<file path="config.mk">
export PLATFORM = sky130hd
export DESIGN_NAME = hc4_ram_arbiter_flat
export DESIGN_NICKNAME = d
export VERILOG_FILES = /design/src/rtl/hc4_ram_arbiter_if.sv /design/src/rtl/hc4_ram_arbiter.sv /design/src/flat_wrapper.sv
export SDC_FILE = /design/constraint.sdc
export NUM_CORES = 1
export LEC_CHECK = 0
export ABC_AREA = 1
export CAP_MARGIN = 20
export CORE_MARGIN = 5
export CORE_UTILIZATION = 41
export DETAILED_ROUTE_END_ITERATION = 12
export PLACE_DENSITY_LB_ADDON = 0.08
export SKIP_LAST_GASP = 1
export SLEW_MARGIN = 25
export SYNTH_ARGS = -nofsm -noshare
export SYNTH_HDL_FRONTEND = slang
export SYNTH_SLANG_ARGS = --single-unit
</file>
<file path="constraint.sdc">
create_clock -name clk -period 1.6 [get_ports clk]
set_input_delay 0.24 -clock clk [delete_from_list [all_inputs] [get_ports clk]]
set_output_delay 0.24 -clock clk [all_outputs]
set_load 0.005 [all_outputs]
</file>
<file path="src/rtl/hc4_ram_arbiter_if.sv">
// Bundle of core port, host port and RAM-macro signals around hc4_ram_arbiter.
// slave: the arbiter's view; master: the surrounding core/host/RAM environment.
interface hc4_ram_arbiter_if #(
    parameter int unsigned ADDR_W = 8,
    parameter int unsigned DATA_W = 4
);
    logic              c_req;
    logic              c_we;
    logic [ADDR_W-1:0] c_addr;
    logic [DATA_W-1:0] c_wdata;
    logic              c_ack;
    logic [DATA_W-1:0] c_rdata;

    logic              h_req;
    logic              h_we;
    logic [ADDR_W-1:0] h_addr;
    logic [DATA_W-1:0] h_wdata;
    logic              h_ack;
    logic [DATA_W-1:0] h_rdata;
    logic              h_err;

    logic              mem_en;
    logic              mem_we;
    logic [ADDR_W-1:0] mem_addr;
    logic [DATA_W-1:0] mem_wdata;
    logic [DATA_W-1:0] mem_rdata;

    logic              busy;

    modport slave (
        input  c_req, c_we, c_addr, c_wdata,
        output c_ack, c_rdata,
        input  h_req, h_we, h_addr, h_wdata,
        output h_ack, h_rdata, h_err,
        output mem_en, mem_we, mem_addr, mem_wdata,
        input  mem_rdata,
        output busy
    );

    modport master (
        output c_req, c_we, c_addr, c_wdata,
        input  c_ack, c_rdata,
        output h_req, h_we, h_addr, h_wdata,
        input  h_ack, h_rdata, h_err,
        input  mem_en, mem_we, mem_addr, mem_wdata,
        output mem_rdata,
        input  busy
    );
endinterface

</file>
<file path="src/rtl/hc4_ram_arbiter.sv">
// Core/host arbiter for the HC4 256x4 data RAM: core priority, host starvation guard.
// Define HC4_ARB_WRITE_PROTECT_EN to block host writes into page PROT_PAGE (h_err reports it).
module hc4_ram_arbiter #(
    parameter int unsigned ADDR_W   = 8,
    parameter int unsigned DATA_W   = 4,
    parameter int unsigned MAX_WAIT = 7,
    parameter int unsigned WAIT_W   = 4
`ifdef HC4_ARB_WRITE_PROTECT_EN
    ,
    parameter logic [3:0]  PROT_PAGE = 4'hF
`endif
) (
    input  logic             clk,
    input  logic             nReset,
    hc4_ram_arbiter_if.slave bus
);

    typedef enum logic [1:0] {StIdle, StAccess, StResp} state_e;

    state_e            state_q, state_d;
    logic              owner_q, owner_d;     // 1: host owns the current access
    logic              we_q, we_d;
    logic              blocked_q, blocked_d;
    logic [ADDR_W-1:0] addr_q, addr_d;
    logic [DATA_W-1:0] wdata_q, wdata_d;
    logic [WAIT_W-1:0] wait_q, wait_d;

    logic              host_wins;
    logic              host_blocked;
    logic [DATA_W-1:0] resp_data;
    logic              in_resp;
    logic              in_access;

`ifdef HC4_ARB_WRITE_PROTECT_EN
    assign host_blocked = bus.h_we && (bus.h_addr[ADDR_W-1 -: 4] == PROT_PAGE);
`else
    assign host_blocked = 1'b0;
`endif

    assign host_wins = bus.h_req && ((wait_q == WAIT_W'(MAX_WAIT)) || !bus.c_req);

    always_comb begin
        state_d   = state_q;
        owner_d   = owner_q;
        we_d      = we_q;
        blocked_d = blocked_q;
        addr_d    = addr_q;
        wdata_d   = wdata_q;
        wait_d    = wait_q;
        unique case (state_q)
            StIdle: begin
                if (host_wins) begin
                    state_d   = StAccess;
                    owner_d   = 1'b1;
                    we_d      = bus.h_we;
                    blocked_d = host_blocked;
                    addr_d    = bus.h_addr;
                    wdata_d   = bus.h_wdata;
                    wait_d    = '0;
                end else if (bus.c_req) begin
                    state_d   = StAccess;
                    owner_d   = 1'b0;
                    we_d      = bus.c_we;
                    blocked_d = 1'b0;
                    addr_d    = bus.c_addr;
                    wdata_d   = bus.c_wdata;
                    // A waiting host losing here implies wait_q < MAX_WAIT, so no overflow.
                    wait_d    = bus.h_req ? wait_q + 1'b1 : '0;
                end else begin
                    wait_d    = '0;
                end
            end
            StAccess: state_d = StResp;
            StResp:   state_d = StIdle;
            default:  state_d = StIdle;
        endcase
    end

    always_ff @(posedge clk or negedge nReset) begin
        if (!nReset) begin
            state_q   <= StIdle;
            owner_q   <= 1'b0;
            we_q      <= 1'b0;
            blocked_q <= 1'b0;
            addr_q    <= '0;
            wdata_q   <= '0;
            wait_q    <= '0;
        end else begin
            state_q   <= state_d;
            owner_q   <= owner_d;
            we_q      <= we_d;
            blocked_q <= blocked_d;
            addr_q    <= addr_d;
            wdata_q   <= wdata_d;
            wait_q    <= wait_d;
        end
    end

    // Outputs decode straight from state so reset silences them without waiting for a clock.
    assign in_access = (state_q == StAccess);
    assign in_resp   = (state_q == StResp);
    assign resp_data = we_q ? wdata_q : bus.mem_rdata;

    assign bus.mem_en    = in_access;
    assign bus.mem_we    = in_access && we_q && !blocked_q;
    assign bus.mem_addr  = addr_q;
    assign bus.mem_wdata = wdata_q;

    assign bus.c_ack   = in_resp && !owner_q;
    assign bus.h_ack   = in_resp && owner_q;
    assign bus.h_err   = in_resp && owner_q && blocked_q;
    assign bus.c_rdata = (in_resp && !owner_q) ? resp_data : '0;
    assign bus.h_rdata = (in_resp && owner_q) ? resp_data : '0;

    assign bus.busy = (state_q != StIdle);

endmodule
</file>
<file path="src/flat_wrapper.sv">
// flat-port wrapper written by rule: the top's interface ports become plain ports
module hc4_ram_arbiter_flat 
#(
    parameter int unsigned ADDR_W   = 8,
    parameter int unsigned DATA_W   = 4,
    parameter int unsigned MAX_WAIT = 7,
    parameter int unsigned WAIT_W   = 4

)
  (clk, nReset, bus_c_req, bus_c_we, bus_c_addr, bus_c_wdata, bus_c_ack, bus_c_rdata, bus_h_req, bus_h_we, bus_h_addr, bus_h_wdata, bus_h_ack, bus_h_rdata, bus_h_err, bus_mem_en, bus_mem_we, bus_mem_addr, bus_mem_wdata, bus_mem_rdata, bus_busy);
  hc4_ram_arbiter_if #(.ADDR_W(ADDR_W), .DATA_W(DATA_W)) bus_i ();
  input  logic clk;
  input  logic nReset;
  input wire logic [$bits(bus_i.c_req)-1:0] bus_c_req;
  input wire logic [$bits(bus_i.c_we)-1:0] bus_c_we;
  input wire logic [$bits(bus_i.c_addr)-1:0] bus_c_addr;
  input wire logic [$bits(bus_i.c_wdata)-1:0] bus_c_wdata;
  output wire logic [$bits(bus_i.c_ack)-1:0] bus_c_ack;
  output wire logic [$bits(bus_i.c_rdata)-1:0] bus_c_rdata;
  input wire logic [$bits(bus_i.h_req)-1:0] bus_h_req;
  input wire logic [$bits(bus_i.h_we)-1:0] bus_h_we;
  input wire logic [$bits(bus_i.h_addr)-1:0] bus_h_addr;
  input wire logic [$bits(bus_i.h_wdata)-1:0] bus_h_wdata;
  output wire logic [$bits(bus_i.h_ack)-1:0] bus_h_ack;
  output wire logic [$bits(bus_i.h_rdata)-1:0] bus_h_rdata;
  output wire logic [$bits(bus_i.h_err)-1:0] bus_h_err;
  output wire logic [$bits(bus_i.mem_en)-1:0] bus_mem_en;
  output wire logic [$bits(bus_i.mem_we)-1:0] bus_mem_we;
  output wire logic [$bits(bus_i.mem_addr)-1:0] bus_mem_addr;
  output wire logic [$bits(bus_i.mem_wdata)-1:0] bus_mem_wdata;
  input wire logic [$bits(bus_i.mem_rdata)-1:0] bus_mem_rdata;
  output wire logic [$bits(bus_i.busy)-1:0] bus_busy;
  assign bus_i.c_req = bus_c_req;
  assign bus_i.c_we = bus_c_we;
  assign bus_i.c_addr = bus_c_addr;
  assign bus_i.c_wdata = bus_c_wdata;
  assign bus_c_ack = bus_i.c_ack;
  assign bus_c_rdata = bus_i.c_rdata;
  assign bus_i.h_req = bus_h_req;
  assign bus_i.h_we = bus_h_we;
  assign bus_i.h_addr = bus_h_addr;
  assign bus_i.h_wdata = bus_h_wdata;
  assign bus_h_ack = bus_i.h_ack;
  assign bus_h_rdata = bus_i.h_rdata;
  assign bus_h_err = bus_i.h_err;
  assign bus_mem_en = bus_i.mem_en;
  assign bus_mem_we = bus_i.mem_we;
  assign bus_mem_addr = bus_i.mem_addr;
  assign bus_mem_wdata = bus_i.mem_wdata;
  assign bus_i.mem_rdata = bus_mem_rdata;
  assign bus_busy = bus_i.busy;
  hc4_ram_arbiter #(.ADDR_W(ADDR_W), .DATA_W(DATA_W), .MAX_WAIT(MAX_WAIT), .WAIT_W(WAIT_W)) u_core (.clk(clk), .nReset(nReset), .bus(bus_i));
endmodule
</file>
# == Word level (Yosys, flattened, before mapping) ==
# Index checks and enable logic that the tools add are counted.
# totals
regBits,21
in_bits,34
output_inout_bits,26
elab_cells,44
# op_classes
add_sub_neg,1
n_eq_ne,4
n_mux,18
reduce_logical,14
# op_table
op,n
2-to-1 mux 4 bit,8
2-to-1 mux 8 bit,2
logical AND 1 bit,6
2-to-1 mux 1 bit,5
"adder 4 x 1 -> 4 bit, second input constant",1
"equality test 4 x 3 -> 1 bit, second input constant",1
2-to-1 mux 2 bit,2
case mux 2 bit (2 select lines),1
nonzero test 2 bit,2
zero test 1 bit,3
"inequality test 3 x 2 -> 1 bit, second input constant",1
"equality test 2 x 1 -> 1 bit, second input constant",1
"equality test 2 bit, second input constant",1
zero test 2 bit,1
AND reduction 2 bit,1
logical OR 1 bit,1

# == Depth between registers and ports, before layout ==
# Gate-level depths: netlist (run 1).
# logic_depth
depth_word,5
mapped_depth,8
depth_no_buf,7

# == Worst setup path before layout (run 1) ==
# OpenSTA, ideal clock, no wires.
# synth_path
path_type,reg2reg
startpoint,reg u_core.wait_q[0]
endpoint,"reg u_core.addr_q[0], in the netlist u_core.bus.mem_addr[0]"
setup_time_ps,117
arrival_ps,1140
required_ps,1483
setup_slack_ps,343
path_stages_with_launch,9
path_buffers,1
synth_period_minus_slack_ps,1257
cell_sequence,dfrtp_1 -> ha_1 -> nand3_1 -> nand2_2 -> nand2_2 -> buf_6 -> nand2_1 -> nand3_2 -> nand2_1
# synth_via
elab_chain_cells,5
word_cells_on_any_way,6
cone_classes,eq/ne (1); mux (1); reduce/logical (4)
# synth_rtl
item,line,text
from (decl),hc4_ram_arbiter.sv:26,"logic [WAIT_W-1:0] wait_q, wait_d;"
from (signal assigned),hc4_ram_arbiter.sv:95,wait_q <= wait_d;
equality test 4 x 3 -> 1 bit (*),hc4_ram_arbiter.sv:40,assign host_wins = bus.h_req && ((wait_q == WAIT_W'(MAX_WAIT)) || !bus.c_req);
logical OR 1 bit (*),hc4_ram_arbiter.sv:40,
logical AND 1 bit (*),hc4_ram_arbiter.sv:40,
nonzero test 2 bit (no line),-,
AND reduction 2 bit (no line),-,
to (signal assigned),hc4_ram_arbiter.sv:93,addr_q <= addr_d;
to (decl),hc4_ram_arbiter.sv:24,"logic [ADDR_W-1:0] addr_q, addr_d;"
# Every way passes the cells marked *; elsewhere a longest branch is shown, timed or not.
# A chain may end at the register's enable or synchronous reset.

# == Worst setup path after layout (run 1) ==
# layout_path
startpoint,reg u_core.state_q[1]
endpoint,out bus_c_rdata[3]
# layout_via
elab_chain_cells,3
# layout_rtl
item,line,text
from (decl),hc4_ram_arbiter.sv:20,"state_e state_q, state_d;"
from (signal assigned),hc4_ram_arbiter.sv:81,state_q <= StIdle;
from (signal assigned),hc4_ram_arbiter.sv:89,state_q <= state_d;
equality test 2 bit,hc4_ram_arbiter.sv:101,assign in_resp = (state_q == StResp);
logical AND 1 bit,hc4_ram_arbiter.sv:112,assign bus.c_rdata = (in_resp && !owner_q) ? resp_data : '0;
2-to-1 mux 4 bit,hc4_ram_arbiter.sv:112,
to (decl),flat_wrapper.sv:19,output wire logic [$bits(bus_i.c_rdata)-1:0] bus_c_rdata;
# No other way between the ends.

==> results.py, run 1 <==
metrics = {
    "run_status": {
        "status": "finished clean",
    },
    "cts": {
        "clk_latency_ps": 290,
        "cts_max_path_buffers": 2,
        "h-tree-depth": 1,
        "cts_hold_buf": 0,
        "cts_buffers": 3,
        "cts.sink_count": 20,
        "clkTransAtPathRegs_ps": 110,
        "cts_tree": "yes",
        "root_buffer": "clkbuf_4",
    },
    "floorplan": {
        "rows": 20,
        "dieWidth_um": 65.6,
        "core-area_um2": 3000,
        "die_h_um": 65.6,
        "initial_core_util_pct": 42.2,
        "die-area_um2": 4300,
        "num_io_pins": 60,
    },
    "timing": {
        "fin_crit_ps": 1550,
        "setup_ws_ps": 47.7,
        "rsz0062_at_grt": "true",
        "fin_tns_setup_ps": 0,
        "fin_skew_ps": 4.53,
        "max_freq_mhz": 644,
        "hold_viol_final": 0,
        "fin_hold_ws_ps": 274,
        "drv_slew": 0,
        "finalSetupViolations": 0,
        "min_period_over_period_pct": 97.0,
    },
    "power_and_ir_drop": {
        "clockPowerShare_pct": 8.4,
        "sw_frac_of_total_pct": 38.5,
        "powerDensity_nw_per_um2": 1410,
        "p_seq_share_pct": 33.6,
        "peakVddDrop_mv": 0.677,
        "combPwrFrac_pct": 58.0,
        "p_total_mw": 2.77,
        "p_leak_nw": 1.04,
        "p_sw_mw": 1.07,
        "power.internal_mw": 1.70,
    },
    "routing": {
        "antenna_left": 0,
        "vias": 1263,
        "drcViolationCount": 0,
        "post_drt_wl_per_cell_um": 12.5,
        "drtIter0Drc": 32,
        "firstDrtPassIters": 4,
        "wl_um": 3370,
        "viasPerCell": 4.68,
    },
    "final_layout": {
        "area_growth_pct": 54.8,
        "final_nets": 274,
        "final_layout_size_suffix_gt1_share_pct": 21.9,
        "num_antenna_cells": 0,
        "fin_cells": 270,
    },
    "global_routing": {
        "grtUsageMet2_pct": 30.3,
        "grt_overflow_total": 0,
        "grt.met3_usage_pct": 4.27,
        "grt.met1_usage_pct": 18.6,
        "busiest_layer": "met2",
        "grt_max_degree": 21,
        "grt_pass1_vias": 1298,
        "grt_use_total_pct": 16.6,
        "antenna_found_initial": 0,
        "grt_pass1_wl_um": 5650,
    },
    "synthesis": {
        "ys_seq_elements": 20,
        "seq_area_frac_synth_pct": 39.5,
        "syn_area_um2": 1270,
        "syn_nets": 203,
        "synth_top_area_share_pct": 39.5,
        "synthDistinctLibCells": 24,
        "avgSynthCellArea_um2": 7.54,
        "synth_warnings": 0,
        "synth_top_cell_by_area": "dfrtp_1",
        "synthTopCellsByArea": "dfrtp_1, nand2_1, inv_1",
        "netlist_instances": 168,
    },
    "worst_setup_path": {
        "cp.arrival_ps": 1310,
        "reg2reg_from": "u_core.state_q[1]",
        "crit_path_top_delay_cell": "dfrtp_1",
        "cp-startpoint": "u_core.state_q[1]",
        "critPathMaxFanout": 4,
        "reg2reg_depth": 8,
        "critPathCaptureType": "output pin",
        "cpPeakStageDelay_ps": 400,
        "critPathKind": "reg2out",
        "required_ps": 1360,
        "cp-start-kind": "flop",
        "path_cells": "inv_2, nor3_2, buf_4, inv_4, nor2_1, clkbuf_2",
    },
    "place": {
        "place.gp.congestion": 0.791,
        "place.port_buffers": 58,
        "dp.cells": 260,
        "dp_slack_ps": -32.5,
        "hpwl_um": 2630,
    },
    "run": {
        "maxCapViolCount": 0,
    },
    "worst_hold_path": {
        "hp-class": "in2async",
    },
}
[final timing paths]
kind | end | slack, ps
max | bus_c_rdata[3] | 50
min | u_core.wait_q[2] | 270
max reg2reg | u_core.bus.mem_addr[6] | 180
min reg2reg | u_core.bus.mem_addr[5] | 490
max in group asynchronous | u_core.we_q | 1100
min in group clk | u_core.bus.mem_addr[5] | 490
[synth_stat cells]
| master | n |
|---|---|
| buf_4 | 3 |
| nand2_1 | 45 |
| inv_2 | 1 |
| inv_4 | 1 |
| nand2_2 | 2 |
| and3_1 | 1 |
| xor2_1 | 2 |
| o21ai_1 | 2 |
| conb_1 | 1 |
| buf_6 | 2 |
| o21ai_4 | 1 |
| nand3_1 | 21 |
| mux2i_1 | 4 |
| o21ai_0 | 1 |
| clkbuf_1 | 2 |
| nand3_2 | 9 |
| inv_1 | 32 |
| or2_1 | 1 |
| ha_1 | 1 |
| nor3_2 | 1 |
| buf_12 | 1 |
| dfrtp_1 | 20 |
| nor2_4 | 1 |
| nor2_1 | 13 |
[metal layers]
| layer | wire (µm) | vias to the layer above | part of all wire (%) |
|---|---|---|---|
| met5 | 0 | - | 0 |
| met3 | 222 | 2 | 6.6 |
| met1 | 1390 | 580 | 41 |
| met2 | 1740 | 37 | 52 |
| met4 | 17 | 0 | 0.50 |
| li1 | - | 644 | - |
[worst max-delay path: cells and delay by family (launching register included)]
family                 cells  cell delay (ps)
DFF                        1              400
buffers and inverters      4              360
and+or+nand+nor            2              260
[final cells by class]
type	instances	area, µm²
sequential	20	502
multi-input combinational	106	598
clock buffer	3	22.5
fill	275	1040
tap	33	41.3
inverter	34	133
timing repair buffer	74	666
[logic make-up after synthesis]
| group | synth area share [%] |
|---|---|
| adders and majority gates | 0.987 |
| buffers and inverters | 16.0 |
| other | 0.296 |
| muxes | 3.16 |
| DFF | 39.5 |
| and+or+nand+nor | 36.2 |
| xor gates and xnor gates | 1.38 |
| AOI/OAI and AO/OA | 2.47 |
[sequential cells by signal (all words and copies together) (netlist names)]
signal and cells:
u_core.wait_q 4, u_core.bus.mem_addr 8, u_core.owner_q 1, u_core.bus.mem_wdata 4
u_core.state_q 2, u_core.we_q 1
[power groups by stage]
stage	combinational (mW)	sequential (mW)	clock (mW)
6_report	1.60	0.931	0.233
5_1_grt	1.78	0.964	0.263
4_1_cts	1.57	0.911	0.242
3_5_place_dp	1.49	0.920	0
3_3_place_gp	1.45	0.906	0
2_1_floorplan	0.758	0.893	0
[repair_timing]
item / CTS / global route
gates resized for setup: 27 / 20
setup endpoints to repair: 13 / 13
pin swaps: 3 / 5
setup buffers: 6 / 1
[stage by stage]
step | util (%) | area [µm²]
floorplan | - | 1270
global placement | 62.7 | 1880
detailed placement | 62.7 | 1880
CTS | 64.5 | 1940
global route | 65.3 | 1960
finish | 65.3 | 1960
[cells in the final DEF, fill, tap and decap left out]
cell / count
and3_1: 1
buf_2: 3
buf_4: 15
buf_6: 1
clkbuf_2: 4
clkbuf_4: 3
clkdlybuf4s15_1: 3
clkdlybuf4s50_1: 45
conb_1: 1
dfrtp_1: 19
dfrtp_2: 1
dlygate4sd2_1: 3
ha_1: 1
inv_1: 29
inv_2: 3
inv_4: 2
mux2i_1: 1
mux2i_2: 3
nand2_1: 45
nand2_2: 1
nand2_4: 1
nand3_1: 20
nand3_2: 9
nand3_4: 1
nor2_1: 11
nor2_2: 2
nor2_4: 1
nor3_2: 1
o21ai_0: 1
o21ai_1: 2
o21ai_4: 1
or2_1: 1
xor2_1: 2
No activity file was read; power rests on OpenSTA's default activity.
==> inputs of run 2 (changes only) <==
--- a/config.mk
+++ b/config.mk
@@ -9,7 +9,9 @@
 export CAP_MARGIN = 20
 export CORE_MARGIN = 5
 export CORE_UTILIZATION = 41
+export CTS_CLUSTER_DIAMETER = 30
 export DETAILED_ROUTE_END_ITERATION = 12
+export HOLD_SLACK_MARGIN = 0.08
 export PLACE_DENSITY_LB_ADDON = 0.08
 export SKIP_LAST_GASP = 1
 export SLEW_MARGIN = 25
==> results of run 2 <==
Final layout, timing and power as in run 1 (identical DEF).
